--- src/rtl/lzw_job_arbiter.sv ---
// lzw_job_arbiter: round-robin front end that shares a single LZW engine
// between NUM_REQ byte sources, forwarding bytes in and tagged codes out.
module lzw_job_arbiter #(
    parameter int unsigned NUM_REQ = 2,
    parameter int unsigned MAX_LEN = 14,
    parameter int unsigned CODE_W  = 12,
    parameter int unsigned TIMEOUT = 1024
) (
    input  logic                 clk,
    input  logic                 reset_n_i,
    input  logic [NUM_REQ-1:0]   req_i,
    input  logic [NUM_REQ*4-1:0] len_i,
    input  logic [NUM_REQ-1:0]   in_valid_i,
    input  logic [NUM_REQ*8-1:0] in_data_i,
    output logic [NUM_REQ-1:0]   in_ready_o,
    output logic [NUM_REQ-1:0]   gnt_o,
    output logic                 out_valid_o,
    output logic [CODE_W-1:0]    out_code_o,
    output logic                 out_last_o,
    output logic [2:0]           out_id_o,
    output logic                 busy_o,
    output logic                 err_len_o,
    output logic                 err_timeout_o,
    output logic                 eng_start_o,
    output logic [3:0]           eng_len_o,
    output logic                 eng_byte_valid_o,
    output logic [7:0]           eng_byte_o,
    input  logic                 eng_byte_ready_i,
    input  logic                 eng_code_valid_i,
    input  logic [CODE_W-1:0]    eng_code_i,
    input  logic                 eng_done_i
);

    localparam int unsigned TW = $clog2(TIMEOUT) + 1;

    typedef enum logic [2:0] {IDLE, GRANT, FEED, DRAIN, RELEASE} state_t;

    state_t          state_q, state_d;
    logic [2:0]      winner_q;
    logic [2:0]      ptr_q;
    logic [3:0]      len_q;
    logic [3:0]      byte_cnt_q;
    logic [TW-1:0]   idle_cnt_q;

    logic [2:0]      pick;
    logic [3:0]      pick_len;
    logic            found;
    logic [3:0]      idx;
    logic            lane_valid;
    logic [7:0]      lane_data;
    logic            len_bad;
    logic            active;
    logic            hs;
    logic            code_fwd;
    logic            timeout_hit;

    // Round-robin search: first requester at or after the pointer, wrapping.
    always_comb begin
        pick     = '0;
        pick_len = '0;
        found    = 1'b0;
        idx      = '0;
        for (int unsigned k = 0; k < NUM_REQ; k++) begin
            idx = 4'(ptr_q) + 4'(k);
            if (idx >= 4'(NUM_REQ)) idx = idx - 4'(NUM_REQ);
            for (int unsigned j = 0; j < NUM_REQ; j++) begin
                if (!found && idx == 4'(j) && req_i[j]) begin
                    found = 1'b1;
                    pick  = 3'(j);
                end
            end
        end
        for (int unsigned j = 0; j < NUM_REQ; j++) begin
            if (pick == 3'(j)) pick_len = len_i[j*4 +: 4];
        end
    end

    // Select the granted requester's byte lane and derive progress events.
    always_comb begin
        lane_valid = 1'b0;
        lane_data  = '0;
        for (int unsigned j = 0; j < NUM_REQ; j++) begin
            if (winner_q == 3'(j)) begin
                lane_valid = in_valid_i[j];
                lane_data  = in_data_i[j*8 +: 8];
            end
        end
        len_bad     = (len_q == 4'd0) || (32'(len_q) > MAX_LEN);
        active      = (state_q == FEED) || (state_q == DRAIN);
        hs          = (state_q == FEED) && lane_valid && eng_byte_ready_i;
        code_fwd    = active && eng_code_valid_i;
        // Abort on the edge where the idle count would reach TIMEOUT-1.
        timeout_hit = active && !hs && !eng_code_valid_i && !eng_done_i &&
                      (idle_cnt_q == TW'(TIMEOUT - 2));
    end

    // State register.
    always_ff @(posedge clk) begin
        if (!reset_n_i) state_q <= IDLE;
        else            state_q <= state_d;
    end

    // Next-state logic and state-decoded outputs.
    always_comb begin
        state_d          = state_q;
        gnt_o            = '0;
        in_ready_o       = '0;
        busy_o           = (state_q != IDLE);
        err_len_o        = 1'b0;
        eng_start_o      = 1'b0;
        eng_len_o        = '0;
        eng_byte_valid_o = 1'b0;
        eng_byte_o       = '0;
        if (state_q != IDLE) begin
            for (int unsigned j = 0; j < NUM_REQ; j++) begin
                if (winner_q == 3'(j)) gnt_o[j] = 1'b1;
            end
        end
        unique case (state_q)
            IDLE: begin
                if (found) state_d = GRANT;
            end
            GRANT: begin
                if (len_bad) begin
                    err_len_o = 1'b1;
                    state_d   = RELEASE;
                end else begin
                    eng_start_o = 1'b1;
                    eng_len_o   = len_q;
                    state_d     = FEED;
                end
            end
            FEED: begin
                eng_byte_valid_o = lane_valid;
                eng_byte_o       = lane_data;
                for (int unsigned j = 0; j < NUM_REQ; j++) begin
                    if (winner_q == 3'(j)) in_ready_o[j] = eng_byte_ready_i;
                end
                if (timeout_hit)                              state_d = RELEASE;
                else if (hs && byte_cnt_q == len_q - 4'd1)    state_d = DRAIN;
            end
            DRAIN: begin
                if (eng_done_i || timeout_hit) state_d = RELEASE;
            end
            RELEASE: begin
                state_d = IDLE;
            end
            default: state_d = IDLE;
        endcase
    end

    // Job context, counters, registered code path and sticky timeout flag.
    always_ff @(posedge clk) begin
        if (!reset_n_i) begin
            winner_q      <= '0;
            ptr_q         <= '0;
            len_q         <= '0;
            byte_cnt_q    <= '0;
            idle_cnt_q    <= '0;
            out_valid_o   <= 1'b0;
            out_code_o    <= '0;
            out_last_o    <= 1'b0;
            out_id_o      <= '0;
            err_timeout_o <= 1'b0;
        end else begin
            if (state_q == IDLE && found) begin
                winner_q <= pick;
                len_q    <= pick_len;
            end
            if (state_q == GRANT) begin
                byte_cnt_q <= '0;
                idle_cnt_q <= '0;
            end else if (active) begin
                if (hs) byte_cnt_q <= byte_cnt_q + 4'd1;
                if (hs || eng_code_valid_i) idle_cnt_q <= '0;
                else                        idle_cnt_q <= idle_cnt_q + 1'b1;
            end
            out_valid_o <= code_fwd;
            out_code_o  <= code_fwd ? eng_code_i : '0;
            out_id_o    <= code_fwd ? winner_q : '0;
            out_last_o  <= (state_q == DRAIN) && eng_done_i;
            if (timeout_hit) err_timeout_o <= 1'b1;
            if (state_q == RELEASE) begin
                ptr_q <= (winner_q == 3'(NUM_REQ - 1)) ? 3'd0 : winner_q + 3'd1;
            end
        end
    end

endmodule

--- config.mk ---
export PLATFORM = sky130hd
export DESIGN_NAME = lzw_job_arbiter
export DESIGN_NICKNAME = d
export VERILOG_FILES = /design/src/rtl/lzw_job_arbiter.sv
export SDC_FILE = /design/constraint.sdc
export NUM_CORES = 1
export LEC_CHECK = 0
export BUFFER_PORTS_ARGS = -buffer_cell sky130_fd_sc_hd__buf_4
export CORE_MARGIN = 2
export CORE_UTILIZATION = 43
export CTS_CLUSTER_SIZE = 28
export DETAILED_ROUTE_END_ITERATION = 16
export PLACE_DENSITY = 0.78
export SLEW_MARGIN = 40
export SYNTH_ARGS = -nofsm -noshare
export SYNTH_HDL_FRONTEND = slang
export SYNTH_SLANG_ARGS = --single-unit
--- constraint.sdc ---
create_clock -name clk -period 1.4 [get_ports clk]
set_input_delay 0.28 -clock clk [delete_from_list [all_inputs] [get_ports clk]]
set_output_delay 0.28 -clock clk [all_outputs]
set_load 0.1 [all_outputs]
; After elaboration in Yosys (flattened, before gate mapping)
; Cells that the tools add are included.
; Widths: inputs -> output; s select.
[word_totals]
in_bits = 45
output_inout_bits = 38
ff_bits = 46
wordCells = 110
[op_classes]
n_bitwise = 1
eq_ne = 13
n_reduce_logical = 38
n_mux = 37
n_lt_le_gt_ge = 3
add_sub_neg = 7
[ops]
columns = operator, n
row1 = $mux 3, 8
row2 = $mux 4, 6
row3 = $mux 8, 3
row4 = $logic_and 1x1->1, 17
row5 = $mux 1, 16
row6 = $logic_not 4->1, 3
row7 = $pmux 3 s4, 1
row8 = $add 11x1->11 const B, 1
row9 = $eq 11x10->1 const B, 1
row10 = $mux 11, 1
row11 = $eq 3x1->1 const B, 3
row12 = $logic_not 3->1, 3
row13 = $eq 4x1->1 const B, 2
row14 = $eq 3x2->1 const B, 2
row15 = $logic_not 1->1, 6
row16 = $add 3x1->4 const B, 1
row17 = $add 4x1->4 const B, 1
row18 = $eq 4x4->1, 1
row19 = $ge 4x2->1 const B, 1
row20 = $gt 4x4->1 const B, 1
row21 = $logic_or 1x1->1, 4
row22 = $mux 2, 2
row23 = $ne 2x2->1 const B, 2
row24 = $reduce_and 2->1, 2
row25 = other kinds (11), 11

; Longest topological paths before layout
[logic_depth]
ltp_word = 20
mapped_depth = 6

; Worst setup path before layout
; OpenSTA, ideal clock, no wires.
[synth_timing]
kind = flip-flop to output port
startpoint = reg state_q[0]
endpoint = out eng_len_o[0]
path_buffers = 1
required_ns = 1.120
arrival_time_ns = 2.674
path_stages_with_launch = 5
setup_slack_ns = -1.554
cell_sequence = dfxtp_1 buf_6 or3b_4 a211oi_4 and2_1
[synth_between]
elab_chain_len = 2
[synth_lines]
columns = item, line
row1 = "start, declared", 38  ; state_t state_q, state_d;
row2 = "start signal, assigned", 100  ; else state_q <= state_d;
row3 = $eq 3x1->1, 119  ; unique case (state_q)
row4 = $mux 4, 119
row5 = "end, declared", 25  ; output logic [3:0] eng_len_o,
; Every way passes these cells.

; Worst setup path in the final report
[layout_timing]
startpoint = reg len_q[0]
endpoint = out eng_len_o[3]
[layout_between]
elab_chain_len = 4
word_cells_on_any_way = 5
classes_between = 1 x order compare / 2 x mux / 2 x reduce/logical
[layout_lines]
columns = item, line
row1 = "start, declared", 41  ; logic [3:0] len_q;
row2 = "start signal, assigned", 168  ; len_q <= pick_len;
row3 = $gt 4x4->1 or $logic_not 4->1 (tied branches), 88  ; len_bad = (len_q == 4'd0) || (32'(len_q) > MAX_LEN);
row4 = $logic_or 1x1->1 (*), 88
row5 = $mux 4 (*), 124  ; if (len_bad) begin
row6 = $mux 4 (*), 119
; Every way passes the cells marked *; elsewhere a longest branch is shown, timed or not.

==> results.json <==
{
  "syn_avg_cell_area_sq_um": 9.100,
  "ys_async_sr_fraction": 0,
  "crit_buf_inv": 3,
  "synthCells": 220,
  "synthMuxAreaShare": 0.07125,
  "p_sw_frac": 0.4111,
  "n_antenna_cell": 0,
  "synth_compound_area_frac": 0.1006,
  "wl_per_cell_um": 17.78,
  "intPower_w": 0.002553,
  "post_route_cells_drive_above_1_share": 0.5462,
  "peakVddDrop_v": 0.001359,
  "ys_seq_elements": 40,
  "drt_first_pass_iters": 4,
  "timing.final.ws_setup_ps": -652.1,
  "io_buffers": 80,
  "grt_max_degree": 15,
  "slew_viol_final": 0,
  "worstPathRequired_ps": 1120,
  "slowest_delay_ps": 340,
  "htreeDepth": 2,
  "ff_latch_area_sq_um": 812.0,
  "combPwrFrac": 0.525,
  "p_seq_frac": 0.290,
  "antenna_found_initial": 0,
  "cp-start-kind": "register",
  "io_pins": 83,
  "synth_area_leader_cell": "dfxtp_1",
  "vias_per_cell": 5.266,
  "endpoint_kind": "output pin",
  "synth_area_sq_mm": 0.002002,
  "rows": 24,
  "numClockSinks": 40,
  "cts_tree": "yes",
  "routed_wl_um": 7076,
  "synth-edff-count": 0,
  "leakagePower_nw": 1.551,
  "cts_root_buffer": "clkbuf_8",
  "r2r_setup_slack_ps": -400,
  "synth_top_area_frac": 0.4000,
  "cap_violations": 0,
  "synth_fa_ha_area_frac": 0.03125,
  "critical_path_class": "register to output pin",
  "grt.overflow.total": 0,
  "mostFrequentLayoutCells": "94 x buf_4, 33 x dfxtp_1, 22 x nor2_1",
  "setup_viol": 34,
  "synth-xor-area-share": 0.07438,
  "clock.fmax_mhz": 487.3,
  "drc": 0,
  "hold_class": "primary input to register",
  "pwr-share-clk": 0.185,
  "fin_crit_ps": 2052,
  "ys_seq_area_frac": 0.4000,
  "start_util": 0.4535,
  "area_growth_pct": 80.06,
  "dieArea_sq_mm": 0.005217,
  "die_w_um": 72.23,
  "synth_top_family_by_area": "simple AND/OR/NAND/NOR gates",
  "grt_pass1_vias": 2114,
  "core_sq_mm": 0.004414,
  "failed_checks": "negative setup slack",
  "status": "finished with violations",
  "die_y_um": 72.23,
  "clk_pin_slew_ps": 70,
  "switching_power_w": 0.001782,
  "synth_cell_types": 48,
  "powerDensity_mw_per_mm2": 1203,
  "ys_dominant_reg_cell": "dfxtp_1",
  "worst-path-max-fanout": 3,
  "hold_violations": 0,
  "fin_nets": 395,
  "multi_input_area_sq_mm": 0.001346,
  "arrival_ps": 1770,
  "via_count": 2096,
  "grt.total_usage": 0.2437,
  "crit_chain": "inv_2 > ha_2 > and4b_2 > a211oi_4 > buf_4 > and2_4 > buf_12",
  "yosys.area_share.simple": 0.2713,
  "grt_pass1_wl_um": 9956,
  "hold_slack_ps": 182.2,
  "stdcell_count": 398,
  "cts_buffer_depth": 2,
  "ant_nets": 0,
  "numCtsBuffers": 5,
  "insertion_delay_ps": 300,
  "dpl.hpwl_um": 4068,
  "ys_warn_count": 0,
  "placed_cells": 378,
  "synthTopCellsByArea": "dfxtp_1 40%, nor2_1 6.9%, mux2i_1 6.0%",
  "crit_family": "simple AND/OR/NAND/NOR gates",
  "period_share": 1.466,
  "fin_skew_ps": 2.637,
  "fillers": 232,
  "rsz0062_at_grt": "yes",
  "cpMaxStageDelayCell": "dfxtp_2",
  "gp_congestion": 0.8399,
  "mostFrequentLayoutCell": "buf_4",
  "tns_ps": -10520,
  "drtIter0Drc": 95
}
## metrics by stage
stage / utilization / area (sq um) / setup slack [ps] / power (W)
floorplan: - / 2155 / -1131 / 0.002544
global placement: 0.6823 / 3012 / -428.2 / 0.003021
detailed placement: 0.6823 / 3012 / -478.9 / 0.003040
CTS: 0.7900 / 3487 / -597.0 / 0.004151
global route: 0.8166 / 3605 / -693.3 / 0.004463
finish: 0.8166 / 3605 / -652.1 / 0.004335
## cell families (layout without fill, tap and decap cells)
group	count (synthesis)	after routing
AND/OR/NAND/NOR	100	100
flip-flops	40	40
AO/OA/AOI/OAI	26	26
buffers and inverters	18	143
XOR/XNOR	17	17
multiplexers	13	13
adder cells (fa/ha/maj)	5	5
other	1	2
## repair_timing
| item | in CTS | in global routing |
|---|---|---|
| hold endpoints to repair | 0 | 0 |
| resized for setup | 83 | 18 |
| buffers inserted | 8 | 4 |
| hold buffers | 0 | 0 |
| pin swaps | 6 | 11 |
| setup endpoints to repair | 36 | 40 |
## registers in the layout, summed over array words and instances, names as in the netlist, 3 cells and up
name and count:
len_q 4, state_q 3, idle_cnt_q 11, byte_cnt_q 4, out_code_o 12
## routing by layer
metal	routed length [um]	GRT usage
met4	212	0.09224
met2	3859	0.4414
met5	0	0
met1	2772	0.2861
met3	231	0.04028
## cell type report
cell class              instances  area share
repair buffers                127      0.3499
multi-input cells             163      0.3735
clock buffers                   8     0.02499
flip-flops and latches         40      0.2253
well taps                      52     0.01805
inverters                       8    0.008330
## synthesized netlist by cell type (4+ instances only)
cell type  number
a211oi_1        5
a21oi_1         7
and2_1         18
buf_4           4
dfxtp_1        40
ha_1            5
inv_1           7
mux2i_1        12
nand2_1        10
nor2_1         37
nor3_1          6
xnor2_1        10
xor2_1          7
## path summary, 6_finish.rpt
check,start,endpoint,depth (start not counted)
worst max register to register,len_q[0]$_SDFFE_PN0P_,state_q[2]$_SDFFE_PN0P_,9
worst min register to register,idle_cnt_q[0]$_SDFFE_PP0N_,idle_cnt_q[0]$_SDFFE_PP0N_,2
worst min-delay path,eng_code_i[3],out_code_o[3]$_SDFF_PN0_,2
worst max-delay path,len_q[0]$_SDFFE_PN0P_,eng_len_o[3],7
## power by group through the flow
stage | registers, W | logic [W] | clock network, W
CTS | 0.00125 | 0.00213 | 0.000774
global placement | 0.00126 | 0.00176 | 0
global route | 0.00126 | 0.00236 | 0.000845
finish | 0.00126 | 0.00228 | 0.000802
detailed placement | 0.00127 | 0.00177 | 0
floorplan | 0.00135 | 0.00119 | 0
## worst register-to-register path: cells and delay by family, from the launching register on
| kind | cells | cell delay, ps |
|---|---|---|
| adders and majority gates | 1 | 160 |
| and+or+nand+nor | 1 | 250 |
| AOI/OAI and AO/OA | 3 | 510 |
| buffers and inverters | 4 | 430 |
| DFF | 1 | 340 |
No activity file was read; power rests on OpenSTA's default activity.
